<file path="config.mk">
export PLATFORM = sky130hd
export DESIGN_NAME = sum_of_squares_seq_flat
export DESIGN_NICKNAME = d
export VERILOG_FILES = /design/src/rtl/sum_of_squares_seq_if.sv /design/src/rtl/sum_of_squares_seq.sv /design/src/flat_wrapper.sv
export SDC_FILE = /design/constraint.sdc
export NUM_CORES = 1
export LEC_CHECK = 0
export ABC_CLOCK_PERIOD_IN_PS = 5100
export CORE_MARGIN = 2
export CORE_UTILIZATION = 58
export CTS_CLUSTER_DIAMETER = 30
export CTS_CLUSTER_SIZE = 16
export DETAILED_ROUTE_END_ITERATION = 12
export PLACE_DENSITY = 0.79
export SETUP_SLACK_MARGIN = 0.4
export SLEW_MARGIN = 10
export SYNTH_ARGS = -nofsm -noshare
export SYNTH_HDL_FRONTEND = slang
export SYNTH_SLANG_ARGS = --single-unit
</file>
<file path="constraint.sdc">
create_clock -name clk -period 5.1 [get_ports clk]
set_input_delay 1.275 -clock clk [delete_from_list [all_inputs] [get_ports clk]]
set_output_delay 1.275 -clock clk [all_outputs]
set_load 0.05 [all_outputs]
</file>
<file path="src/rtl/sum_of_squares_seq_if.sv">
// Operand/result handshake bundle between the radicand producer, this unit and
// the square-root stage downstream.
interface sum_of_squares_seq_if #(
    parameter int WIDTH = 8
);
    logic [WIDTH-1:0]   x_in;
    logic [WIDTH-1:0]   y_in;
    logic               in_valid;
    logic               in_ready;
    logic [2*WIDTH:0]   sum_out;
    logic               out_valid;
    logic               out_ready;
    logic               busy;

    modport master (
        output x_in, y_in, in_valid, out_ready,
        input  in_ready, sum_out, out_valid, busy
    );

    modport slave (
        input  x_in, y_in, in_valid, out_ready,
        output in_ready, sum_out, out_valid, busy
    );
endinterface

</file>
<file path="src/rtl/sum_of_squares_seq.sv">
// Iterative shift-add x^2 + y^2: one multiplier bit of each operand per cycle,
// one transaction in flight, valid/ready on both sides.
module sum_of_squares_seq #(
    parameter int WIDTH = 8
) (
    input  logic                  clk,
    input  logic                  rst_n,
    sum_of_squares_seq_if.slave   bus
);
    localparam int SW    = 2 * WIDTH + 1;
    localparam int CNT_W = (WIDTH > 1) ? $clog2(WIDTH) : 1;

    typedef enum logic [1:0] {
        ST_IDLE = 2'd0,
        ST_CALC = 2'd1,
        ST_DONE = 2'd2
    } state_t;

    state_t             state_q, state_d;
    logic [WIDTH-1:0]   x_q, x_d;
    logic [WIDTH-1:0]   y_q, y_d;
    logic [SW-1:0]      acc_q, acc_d;
    logic [CNT_W-1:0]   cnt_q, cnt_d;
    logic [SW-1:0]      sum_q, sum_d;
    logic               out_valid_q, out_valid_d;
    logic               busy_q, busy_d;

    logic [SW-1:0]      term_x_s, term_y_s, acc_next_s;

    // Both partial products for the current bit are folded in the same cycle.
    always_comb begin
        term_x_s   = x_q[cnt_q] ? (SW'(x_q) << cnt_q) : {SW{1'b0}};
        term_y_s   = y_q[cnt_q] ? (SW'(y_q) << cnt_q) : {SW{1'b0}};
        acc_next_s = acc_q + term_x_s + term_y_s;
    end

    // Next-state and datapath control for the IDLE -> CALC -> DONE sequence.
    always_comb begin
        state_d     = state_q;
        x_d         = x_q;
        y_d         = y_q;
        acc_d       = acc_q;
        cnt_d       = cnt_q;
        sum_d       = sum_q;
        out_valid_d = out_valid_q;
        busy_d      = busy_q;
        case (state_q)
            ST_IDLE: begin
                if (bus.in_valid) begin
                    x_d     = bus.x_in;
                    y_d     = bus.y_in;
                    acc_d   = {SW{1'b0}};
                    cnt_d   = {CNT_W{1'b0}};
                    busy_d  = 1'b1;
                    state_d = ST_CALC;
                end else begin
                    state_d = ST_IDLE;
                end
            end
            ST_CALC: begin
                acc_d = acc_next_s;
                cnt_d = cnt_q + CNT_W'(1);
                if (cnt_q == CNT_W'(WIDTH - 1)) begin
                    sum_d       = acc_next_s;
                    out_valid_d = 1'b1;
                    state_d     = ST_DONE;
                end else begin
                    state_d = ST_CALC;
                end
            end
            ST_DONE: begin
                // No bypass to IDLE accept: in_ready only rises the cycle after.
                if (bus.out_ready) begin
                    out_valid_d = 1'b0;
                    busy_d      = 1'b0;
                    state_d     = ST_IDLE;
                end else begin
                    state_d = ST_DONE;
                end
            end
            default: begin
                out_valid_d = 1'b0;
                busy_d      = 1'b0;
                state_d     = ST_IDLE;
            end
        endcase
    end

    // State and datapath registers; reset aborts any transaction in flight.
    always_ff @(posedge clk or negedge rst_n) begin
        if (!rst_n) begin
            state_q     <= ST_IDLE;
            x_q         <= {WIDTH{1'b0}};
            y_q         <= {WIDTH{1'b0}};
            acc_q       <= {SW{1'b0}};
            cnt_q       <= {CNT_W{1'b0}};
            sum_q       <= {SW{1'b0}};
            out_valid_q <= 1'b0;
            busy_q      <= 1'b0;
        end else begin
            state_q     <= state_d;
            x_q         <= x_d;
            y_q         <= y_d;
            acc_q       <= acc_d;
            cnt_q       <= cnt_d;
            sum_q       <= sum_d;
            out_valid_q <= out_valid_d;
            busy_q      <= busy_d;
        end
    end

    assign bus.in_ready  = (state_q == ST_IDLE);
    assign bus.sum_out   = sum_q;
    assign bus.out_valid = out_valid_q;
    assign bus.busy      = busy_q;
endmodule

</file>
<file path="src/flat_wrapper.sv">
// flat-port wrapper written by rule: the top's interface ports become plain ports
module sum_of_squares_seq_flat 
#(
    parameter int WIDTH = 8
)
  (clk, rst_n, bus_x_in, bus_y_in, bus_in_valid, bus_out_ready, bus_in_ready, bus_sum_out, bus_out_valid, bus_busy);
  sum_of_squares_seq_if #(.WIDTH(WIDTH)) bus_i ();
  input  logic clk;
  input  logic rst_n;
  input wire logic [$bits(bus_i.x_in)-1:0] bus_x_in;
  input wire logic [$bits(bus_i.y_in)-1:0] bus_y_in;
  input wire logic [$bits(bus_i.in_valid)-1:0] bus_in_valid;
  input wire logic [$bits(bus_i.out_ready)-1:0] bus_out_ready;
  output wire logic [$bits(bus_i.in_ready)-1:0] bus_in_ready;
  output wire logic [$bits(bus_i.sum_out)-1:0] bus_sum_out;
  output wire logic [$bits(bus_i.out_valid)-1:0] bus_out_valid;
  output wire logic [$bits(bus_i.busy)-1:0] bus_busy;
  assign bus_i.x_in = bus_x_in;
  assign bus_i.y_in = bus_y_in;
  assign bus_i.in_valid = bus_in_valid;
  assign bus_i.out_ready = bus_out_ready;
  assign bus_in_ready = bus_i.in_ready;
  assign bus_sum_out = bus_i.sum_out;
  assign bus_out_valid = bus_i.out_valid;
  assign bus_busy = bus_i.busy;
  sum_of_squares_seq #(.WIDTH(WIDTH)) u_core (.clk(clk), .rst_n(rst_n), .bus(bus_i));
endmodule
</file>
== Yosys cells after proc, flatten, opt, wreduce, memory -nomap -nowiden ==
Index checks and enable logic that the tools add are counted.
Cells by class
  add/sub/neg operators: 3
  magnitude comparators: 1
  eq/ne operators: 6
  shift-type cells: 2
  muxes and demuxes: 19
  bitwise operators: 2
  reductions and logical operators: 7
Operators by type and width (number)
  2-to-1 mux 17 bit: 3
  adder 17 bit: 2
  one-hot mux 17 bit (2 select lines): 1
  left shift 8 x 3 -> 17 bit: 2
  binary-select mux 1 bit (select 3 bit): 2
  2-to-1 mux 1 bit: 6
  one-hot mux 1 bit (3 select lines): 2
  one-hot mux 2 bit (3 select lines): 1
  one-hot mux 3 bit (2 select lines): 1
  AND reduction 2 bit: 3
  AND reduction 3 bit: 2
  less-than comparator 3 x 4 -> 1 bit, second input constant: 1
  2-to-1 mux 2 bit: 2
  != test 2 bit, second input constant: 2
  adder 3 x 1 -> 3 bit, second input constant: 1
  equality test 3 bit, second input constant: 1
  2-to-1 mux 3 bit: 1
  equality test 2 x 1 -> 1 bit, second input constant: 1
  equality test 2 bit, second input constant: 1
  zero test 2 bit: 1
  != test 2 x 1 -> 1 bit, second input constant: 1
  NOT 1 bit: 2
  nonzero test 2 bit: 1
Storage, ports and cells
  register bits after elaboration: 57
  input bits: 20
  output and inout bits: 20
  word-level logic and storage cells: 48

== Logic depth before layout (Yosys ltp) ==
Gate-level depths: netlist (run 1).
  depth in word-level cells: 6
  mapped depth: 17
  depth with buffers taken out: 15

== Worst setup path after synthesis (run 1) ==
OpenSTA, ideal clock, no wires.
  kind: reg-to-reg
  start point: reg u_core.cnt_q[1]
  end point: reg u_core.acc_q[14]
  library setup time: 0.104 ns
  data arrival time: 3.463 ns
  required time: 4.996 ns
  slack: 1.533 ns
  stages on the path, launching flop included: 17
  buffers on the path: 5
  period minus slack after synthesis: 3.567 ns
  path through: dfrtp_1 > buf_4 > buf_2 > buf_4 > buf_2 > buf_4 > nand2_1 > mux2i_1 > nand2_1 > fa_1 > inv_1 > ha_1 > a2111o_1 > o221ai_2 > nand2_1 > a311o_1 > o311ai_1
Between the ends
  longest elaborated chain between the ends: 6
  elaborated cells on any way between the ends: 11
  classes of those cells: add/sub (2); shift (2); mux (7)
RTL lines
  start: declaration: line sum_of_squares_seq.sv:23  | logic [CNT_W-1:0] cnt_q, cnt_d;
  start signal: assignment: line sum_of_squares_seq.sv:96  | cnt_q <= {CNT_W{1'b0}};
  start signal: assignment: line sum_of_squares_seq.sv:105  | cnt_q <= cnt_d;
  binary-select mux 1 bit (select 3 bit): line sum_of_squares_seq.sv:32  | term_x_s = x_q[cnt_q] ? (SW'(x_q) << cnt_q) : {SW{1'b0}};
  2-to-1 mux 1 bit (implied by the code): line sum_of_squares_seq.sv:32
  2-to-1 mux 17 bit: line sum_of_squares_seq.sv:32
  adder 17 bit: line sum_of_squares_seq.sv:34  | acc_next_s = acc_q + term_x_s + term_y_s;
  adder 17 bit (*): line sum_of_squares_seq.sv:34
  one-hot mux 17 bit (2 select lines) (*): line sum_of_squares_seq.sv:47  | case (state_q)
  end signal: assignment: line sum_of_squares_seq.sv:95  | acc_q <= {SW{1'b0}};
  end: declaration: line sum_of_squares_seq.sv:22  | logic [SW-1:0] acc_q, acc_d;
Every way passes the cells marked *; elsewhere a longest branch is shown, timed or not. The select of a mux whose other input is x is not followed.
A chain may end at the register's enable or synchronous reset.

== Worst setup path after layout (run 1) ==
  start point: reg u_core.cnt_q[1]
  end point: reg u_core.acc_q[15]
The elaborated chain is that of the path after synthesis.

==> results of run 1 <==
final timing paths:
path / from / endpoint / slack [ps]
worst min register to register: u_core.bus.sum_out[8]$_DFFE_PN0P_ / u_core.bus.sum_out[8]$_DFFE_PN0P_ / 480
worst max register to register: u_core.cnt_q[1]$_DFFE_PN0P_ / u_core.acc_q[15]$_DFFE_PN0P_ / 800
worst max-delay path: u_core.cnt_q[1]$_DFFE_PN0P_ / u_core.acc_q[15]$_DFFE_PN0P_ / 800
worst min-delay path: u_core.bus.sum_out[8]$_DFFE_PN0P_ / u_core.bus.sum_out[8]$_DFFE_PN0P_ / 480
min in group asynchronous: rst_n / u_core.bus.sum_out[12]$_DFFE_PN0P_ / 1040
max in group asynchronous: rst_n / u_core.x_q[3]$_DFFE_PN0P_ / 3580
per-layer routing:
metal  part of all wire (%)  vias up  GRT usage (%)
met5                      0        -              0
met4                    2.2        0           9.77
met1                     45     1589           32.7
met3                    4.0       17           3.97
met2                     49      104           42.3
li1                       -     1649              -
final cells by class:
| cell class | instances | area share, % |
|---|---|---|
| clock buffers | 10 | 2.66 |
| clock inverters | 6 | 1.41 |
| inverters | 43 | 3.37 |
| multi-input cells | 334 | 51.2 |
| flip-flops and latches | 57 | 29.8 |
| well taps | 99 | 2.58 |
| repair buffers | 45 | 8.98 |
kinds of logic after synthesis:
logic type                 synth area share, %
muxes                                     11.9
DFF                                       34.0
and+or+nand+nor                           15.2
adders and majority gates                 12.7
xor gates and xnor gates                  2.50
buffers and inverters                     7.48
AOI/OAI and AO/OA                         16.2
critical path: stages, from the launching register on:
cell and delay, ps:
dfrtp_1 1010, mux4_2 370, nor2b_1 230, or2_1 260
o21ai_0 180, fa_1 510, inv_1 40, ha_1 360
a21oi_1 260, o21bai_1 120, a221oi_1 270, a21boi_1 220
xor2_1 210, o22ai_1 100
stage by stage:
step / utilization, % / hold slack, ps / area (um2) / std cells / worst slack, ps
final: 67.2 / 479 / 4790 / 594 / 803
after global routing: 67.2 / 506 / 4790 / 594 / 459
after CTS: 67.2 / 485 / 4790 / 594 / 833
after detailed placement: 64.4 / 470 / 4600 / 578 / 878
after global placement: 64.4 / 462 / 4600 / 578 / 1010
after floorplan: - / 450 / 4200 / 462 / 1530
registers in the layout, summed over array words and instances (netlist names):
name                  count
u_core.state_q            2
u_core.y_q                8
u_core.cnt_q              3
u_core.acc_q             17
u_core.bus.busy           1
u_core.bus.out_valid      1
u_core.bus.sum_out       17
u_core.x_q                8
cells in the final DEF (no fill, tap or decap), drive strengths merged, types with 2 or more instances in the layout:
cell type	count
a211oi	6
a21o	3
a21oi	26
a22o	5
a311o	2
and2	4
buf	7
clkbuf	10
clkdlybuf4s50	38
clkinv	2
clkinvlp	2
dfrtp	57
fa	16
ha	17
inv	44
mux2	24
mux2i	14
mux4	4
nand2	68
nand2b	3
nand3	14
nand4	5
nor2	20
nor2b	14
nor3	4
o211ai	5
o21ai	38
o21bai	3
o22ai	10
o311ai	4
o31ai	2
or2	2
xnor2	5
xor2	7
==> results_dict.tcl, run 1 <==
set metrics [dict create \
    antenna_found_initial 0 \
    first_iter_violations 170 \
    syn_avg_cell_area_um2 9.08 \
    cts_root_buf "clkbuf_8" \
    hold_violations 0 \
    hpwlAfterDp_um 6750 \
    die_area_mm2 0.00793 \
    hold_depth 2 \
    worstPathArrival_ps 4500 \
    fin_crit_sh_pct 84.3 \
    grt_pass1_wl_um 15100 \
    synth_area_leaders "dfrtp_1 34%, fa_1 7.6%, mux2_2 6.4%, nand2_1 6.1%, ha_1 5.1%" \
    die_h_um 89.1 \
    async_flop_share_pct 100 \
    drtAntennaViolNets 0 \
    grt-ovfl-total 0 \
    hold_buffers 0 \
    worstSetupPathType "reg -> reg" \
    multi_input_area_mm2 0.00246 \
    cts-buffers-inserted 9 \
    ys_warn_count 0 \
    clockBufferDepth 2 \
    fill_cells 558 \
    synth_top_area_share_pct 34.0 \
    path_clk_slew_ps 70 \
    initial_core_util_pct 58.8 \
    nets 543 \
    gp_congestion 0.895 \
    ys_types 46 \
    drive_gt1_share_pct 11.5 \
    antennaDiodeCount 0 \
    netlist_top_cells_count "68 x nand2_1, 57 x dfrtp_1, 43 x inv_1" \
    crit_path_end_kind "flip-flop" \
    wl_per_cell_um 15.4 \
    syn2layout_area_growth_pct 14.2 \
    syn-num-nets 515 \
    num_rows 31 \
    die_w_um 89.1 \
    fmax_mhz 233 \
    synth_enable_flop_cells 0 \
    cts_htree_levels 3 \
    portBuffers 39 \
    finalSetupViolCount 0 \
    synthCells 462 \
    relSlewSlack_pct 25.6 \
    hold_path.class "reg -> reg" \
    synthFlopType "dfrtp_1" \
    startpoint_type "flip-flop" \
    setup_tns_ps 0 \
    drv_cap 0 \
    viasPerCell 5.65 \
    worstMarginPinSlew_ps 1110 \
    maxSlewViolCount 0 \
    syn_area_mm2 0.00420 \
    ios 40 \
    ys_ff_latch 57 \
    clk_latency_ps 360 \
    wirelength_um 9140 \
    drc 0 \
    rsz0062_at_grt "false" \
    crit_required_ps 5310 \
    drtPass1Iterations 5 \
    cts_resized 0 \
    synth_largest_area_cell "dfrtp_1" \
    r2r_cells 13 \
    vias 3359 \
    seqCellArea_mm2 0.00143 \
    cts_tree "built" \
    grtUsageTotal_pct 25.1 \
    yosysSeqAreaShare_pct 34.0 \
    grt_max_degree 58 \
    layout_min_cycle_time_ps 4300 \
    yosysMostFrequentCell "nand2_1" \
    crit_fanout 29 \
    post_cts_buffers 0 \
    skew_ps 9.30 \
    status "completed" \
    clock_sinks 57 \
    coreArea_mm2 0.00714 \
    grt_pass1_vias 3196 \
]
Power of run 1 is left out: the tool's default activity adds up to more than one toggle a clock period on the data nets, which glitch-free logic cannot reach.
==> run 2, diff against run 1 <==
--- a/config.mk
+++ b/config.mk
@@ -5,7 +5,7 @@
 export SDC_FILE = /design/constraint.sdc
 export NUM_CORES = 1
 export LEC_CHECK = 0
-export ABC_CLOCK_PERIOD_IN_PS = 5100
+export ABC_CLOCK_PERIOD_IN_PS = 4100
 export CORE_MARGIN = 2
 export CORE_UTILIZATION = 58
 export CTS_CLUSTER_DIAMETER = 30
==> constraint.sdc (replaced) <==
create_clock -name clk -period 4.1 [get_ports clk]
set_input_delay 1.025 -clock clk [delete_from_list [all_inputs] [get_ports clk]]
set_output_delay 1.025 -clock clk [all_outputs]
set_load 0.05 [all_outputs]
==> run 2 against run 1 <==
Routed wire length increased by 11%; worst setup slack got worse by 370 ps; clock-buffer cell count increased by 2; first-iteration DRC count fell by 8.2%; sequential share of layout area fell by 1.7 points; critical path type unchanged; critical endpoint unchanged; largest cell class unchanged.
==> results_dict.tcl, run 2 (synthesized netlist as in run 1, its figures left out) <==
set metrics [dict create \
    status "completed" \
    layout_min_cycle_time_ps 3660 \
    critPathSlowestCell "dfrtp_4" \
    rsz0062_at_grt "true" \
    grt_pass1_vias 3234 \
    nets 564 \
    cp_num_cells 14 \
    num_rows 31 \
    r2r_setup_slack_ps 440 \
    hold_path.class "reg -> reg" \
    drtPass1Iterations 6 \
    coreArea_mm2 0.00714 \
    grt-ovfl-total 0 \
    worstPathArrival_ps 3860 \
    rr_endpoint "u_core.acc_q[15]$_DFFE_PN0P_" \
    path_clk_slew_ps 70 \
    hpwlAfterDp_um 7280 \
    viasPerCell 5.80 \
    crit_required_ps 4300 \
    fin_crit_sh_pct 89.3 \
    drc 0 \
    vias 3566 \
    drv_cap 0 \
    initial_core_util_pct 58.8 \
    gp_congestion 0.955 \
    maxSlewViolCount 0 \
    fmax_mhz 273 \
    worstMarginPinSlew_ps 1040 \
    antennaDiodeCount 0 \
    finalSetupViolCount 0 \
    die_area_mm2 0.00793 \
    portBuffers 39 \
    crit_buf_inv 2 \
    final_common_cell "nand2_1" \
    grtUsageTotal_pct 25.9 \
    clk_latency_ps 340 \
    crit_end "u_core.acc_q[15]$_DFFE_PN0P_" \
    clock_sinks 57 \
    crit_path_max_incr_delay_ps 510 \
    first_iter_violations 156 \
    wl_per_cell_um 16.5 \
    antenna_found_initial 0 \
    cp-startpoint "u_core.cnt_q[1]$_DFFE_PN0P_" \
    cts_htree_levels 3 \
    crit_fanout 7 \
    cts_tree "built" \
    worstSetupPathType "reg -> reg" \
    setup_tns_ps 0 \
    startpoint_type "flip-flop" \
    crit_family "compound AO/OA/AOI/OAI gates" \
    cts-buffers-inserted 9 \
    r2r_cells 14 \
    hold_buffers 0 \
    mostFrequentLayoutCells "65 x nand2_1, 54 x dfrtp_1, 42 x inv_1" \
    cts_root_buf "clkbuf_8" \
    drtAntennaViolNets 0 \
    wirelength_um 10200 \
    clockBufferDepth 2 \
    skew_ps 8.75 \
    drive_gt1_share_pct 21.5 \
    grt_pass1_wl_um 15500 \
    grt_max_degree 37 \
    relSlewSlack_pct 30.4 \
    hold_violations 0 \
    syn2layout_area_growth_pct 21.7 \
    crit_path_end_kind "flip-flop" \
    die_h_um 89.1 \
    r2r-start "u_core.cnt_q[1]$_DFFE_PN0P_" \
    die_w_um 89.1 \
    crit_chain "buf_4 -> mux4_2 -> and2_4 -> or2_4 -> o21ai_0 -> fa_1 -> inv_1 -> ha_2 -> a21oi_2 -> o21bai_2 -> a221oi_2 -> a21boi_2 -> xor2_1 -> o22ai_1" \
    ios 40 \
]
run 2: cell types whose count changed in the layout (fill, tap and decap cells not counted), moves of 3 or more:
cell and change:
o21ai_0 -3, a21oi_2 +4, ha_4 +3, nand2_1 -3, dfrtp_1 -3, ha_2 +3
nand2_2 +3, buf_4 +20, a21oi_1 -5, ha_1 -6
run 2: worst min-delay path by stage:
stage	startpoint	end	cells after the start
2_1_floorplan	u_core.acc_q[12]$_DFFE_PN0P_	u_core.acc_q[12]$_DFFE_PN0P_	2
3_3_place_gp	u_core.bus.sum_out[8]$_DFFE_PN0P_	u_core.bus.sum_out[8]$_DFFE_PN0P_	2
3_5_place_dp	u_core.bus.sum_out[3]$_DFFE_PN0P_	u_core.bus.sum_out[3]$_DFFE_PN0P_	2
4_1_cts	u_core.bus.sum_out[3]$_DFFE_PN0P_	u_core.bus.sum_out[3]$_DFFE_PN0P_	2
5_1_grt	u_core.bus.sum_out[11]$_DFFE_PN0P_	u_core.bus.sum_out[11]$_DFFE_PN0P_	2
6_report	u_core.bus.sum_out[11]$_DFFE_PN0P_	u_core.bus.sum_out[11]$_DFFE_PN0P_	2
run 2: worst min-delay path, delay by kind of cell, from the launching register on:
family | cells | cell delay [ps]
AOI/OAI and AO/OA | 1 | 60
DFF | 1 | 340
and+or+nand+nor | 1 | 40
run 2: layout make-up:
type | instances | area [um2]
fillers | 549 | 2030
flip-flops and latches | 57 | 1430
clock inverters | 4 | 51.3
clock buffers | 12 | 155
multi-input cells | 334 | 2600
inverters | 43 | 161
well taps | 99 | 124
repair buffers | 66 | 586
run 2: what timing repair did:
action / 4_1_cts / 5_1_grt
buffers inserted: 1 / 9
pin swaps: 0 / 14
gates resized for setup: 4 / 40
gates cloned: 0 / 0
endpoints found under the setup margin: 14 / 19
run 2: metal layers:
layer	vias up	wire length [um]	global-route usage [%]
li1	1689	-	-
met1	1739	4380	33.9
met4	0	331	12.2
met5	-	0	0
met3	32	434	3.69
met2	106	5030	42.7
run 2: stage by stage:
stage | cell area, um2 | util, % | worst slack, ps | hold WS, ps | std cells
6_report | 5110 | 71.5 | 437 | 477 | 615
4_1_cts | 4900 | 68.7 | 410 | 486 | 606
2_1_floorplan | 4200 | - | 533 | 450 | 462
3_5_place_dp | 4680 | 65.6 | 216 | 470 | 589
5_1_grt | 5110 | 71.5 | 229 | 496 | 615
3_3_place_gp | 4680 | 65.6 | 318 | 460 | 589
Power of run 2 is left out for the same reason.
==> run 3, diff against run 2 <==
--- a/config.mk
+++ b/config.mk
@@ -5,13 +5,13 @@
 export SDC_FILE = /design/constraint.sdc
 export NUM_CORES = 1
 export LEC_CHECK = 0
-export ABC_CLOCK_PERIOD_IN_PS = 4100
+export ABC_CLOCK_PERIOD_IN_PS = 4700
 export CORE_MARGIN = 2
-export CORE_UTILIZATION = 58
+export CORE_UTILIZATION = 63
 export CTS_CLUSTER_DIAMETER = 30
 export CTS_CLUSTER_SIZE = 16
 export DETAILED_ROUTE_END_ITERATION = 12
-export PLACE_DENSITY = 0.79
+export PLACE_DENSITY = 0.85
 export SETUP_SLACK_MARGIN = 0.4
 export SLEW_MARGIN = 10
 export SYNTH_ARGS = -nofsm -noshare
==> constraint.sdc (replaced) <==
create_clock -name clk -period 4.7 [get_ports clk]
set_input_delay 1.175 -clock clk [delete_from_list [all_inputs] [get_ports clk]]
set_output_delay 1.175 -clock clk [all_outputs]
set_load 0.05 [all_outputs]
==> run 3 against run 2 <==
Global-route usage up 3.1 points; final area down 5.9%; non-clock buffer count shrank 20; register-to-register slack improved by 280 ps; via count fell by 4.9%; sequential cell count unchanged; critical endpoint is now u_core.acc_q[12]$_DFFE_PN0P_; highest routed layer unchanged.
==> results_dict.tcl, run 3 (synthesized netlist as in run 1, its figures left out) <==
set metrics [dict create \
    status "completed" \
    grtUsageTotal_pct 29.0 \
    antennaDiodeCount 0 \
    wl_per_cell_um 17.0 \
    worstPathArrival_ps 4180 \
    startpoint_type "flip-flop" \
    crit_fanout 31 \
    setup_tns_ps 0 \
    finalSetupViolCount 0 \
    num_rows 29 \
    post_cts_buffers 0 \
    dr.max_layer_used "met4" \
    wirelength_um 9740 \
    die_w_um 85.6 \
    clock_sinks 57 \
    layout_min_cycle_time_ps 3980 \
    initial_core_util_pct 65.7 \
    cts-buffers-inserted 9 \
    syn2layout_area_growth_pct 14.5 \
    relSlewSlack_pct 20.5 \
    grt_max_degree 58 \
    clk_latency_ps 350 \
    grt-ovfl-total 0 \
    die_h_um 85.6 \
    fmax_mhz 251 \
    antenna_found_initial 0 \
    coreArea_mm2 0.00639 \
    fill_cells 470 \
    mostFrequentLayoutCells "68 x nand2_1, 56 x dfrtp_1, 43 x inv_1" \
    viasPerCell 5.92 \
    drtAntennaViolNets 0 \
    dp.cells 557 \
    gp_congestion 0.926 \
    skew_ps 9.42 \
    final_cells 573 \
    first_iter_violations 204 \
    clockBufferDepth 2 \
    hpwlAfterDp_um 7070 \
    worstMarginPinSlew_ps 1180 \
    hold_path.class "reg -> reg" \
    vias 3392 \
    final_common_cell "nand2_1" \
    drc 0 \
    cts_htree_levels 3 \
    hold_violations 0 \
    ios 40 \
    cts_root_buf "clkbuf_8" \
    drtPass1Iterations 5 \
    fin_crit_sh_pct 84.8 \
    nets 544 \
    drv_cap 0 \
    cts_tree "built" \
    worstSetupPathType "reg -> reg" \
    crit_required_ps 4890 \
    path_clk_slew_ps 70 \
    rsz0062_at_grt "false" \
    drt-met1-wl_um 4160 \
    whs_ps 479 \
    grt_pass1_wl_um 16600 \
    die_area_mm2 0.00733 \
    portBuffers 39 \
    dr_wl_met2_um 4830 \
    wl_met3_um 451 \
    crit_path_end_kind "flip-flop" \
    grt_pass1_vias 3515 \
    maxSlewViolCount 0 \
    drive_gt1_share_pct 12.1 \
]
run 3: per-layer routing:
metal / up-vias / GRT usage [%]
li1: 1653 / -
met1: 1599 / 36.6
met2: 111 / 48.4
met3: 29 / 6.06
met4: 0 / 12.8
met5: - / 0
run 3: cell type report:
cell class | instances | area, um2 | area share, %
repair buffers | 46 | 438 | 9.11
clock inverters | 6 | 88.8 | 1.85
clock buffers | 10 | 138 | 2.86
inverters | 43 | 161 | 3.36
flip-flops and latches | 57 | 1430 | 29.7
multi-input cells | 334 | 2460 | 51.1
well taps | 77 | 96.3 | 2.00
run 3: metrics by stage:
step	area, um2	setup slack (ps)	utilization [%]
final	4810	716	75.3
after global routing	4810	444	75.3
after CTS	4800	574	75.2
after detailed placement	4580	620	71.7
after global placement	4580	730	71.7
after floorplan	4200	1130	-
run 3: worst max-delay path, cell delays in order, from the launching register on:
cell     delay [ps]
dfrtp_1         380
buf_4           360
mux2_2          400
o21ai_0         320
o21ai_0         160
and2_4          180
fa_1            390
ha_1            360
a21oi_2         250
nand2_1         100
o21ai_0         260
nand2_1         190
xnor2_1         330
o21ai_0         130
run 3: final timing paths:
| path | startpoint | endpoint | slack [ps] | cells after the start |
|---|---|---|---|---|
| worst max-delay path | u_core.cnt_q[1]$_DFFE_PN0P_ | u_core.acc_q[12]$_DFFE_PN0P_ | 720 | 13 |
| worst min-delay path | u_core.bus.sum_out[10]$_DFFE_PN0P_ | u_core.bus.sum_out[10]$_DFFE_PN0P_ | 480 | 2 |
| worst max register to register | u_core.cnt_q[1]$_DFFE_PN0P_ | u_core.acc_q[12]$_DFFE_PN0P_ | 720 | 13 |
| worst min register to register | u_core.bus.sum_out[10]$_DFFE_PN0P_ | u_core.bus.sum_out[10]$_DFFE_PN0P_ | 480 | 2 |
| max in group asynchronous | rst_n | u_core.cnt_q[0]$_DFFE_PN0P_ | 3240 | 2 |
| min in group asynchronous | rst_n | u_core.acc_q[16]$_DFFE_PN0P_ | 950 | 2 |
run 3: what timing repair did:
| action | CTS | global route |
|---|---|---|
| endpoints found under the setup margin | 0 | 8 |
| hold buffers | 0 | 0 |
| resized for setup | 0 | 1 |
Power of run 3 is left out for the same reason.
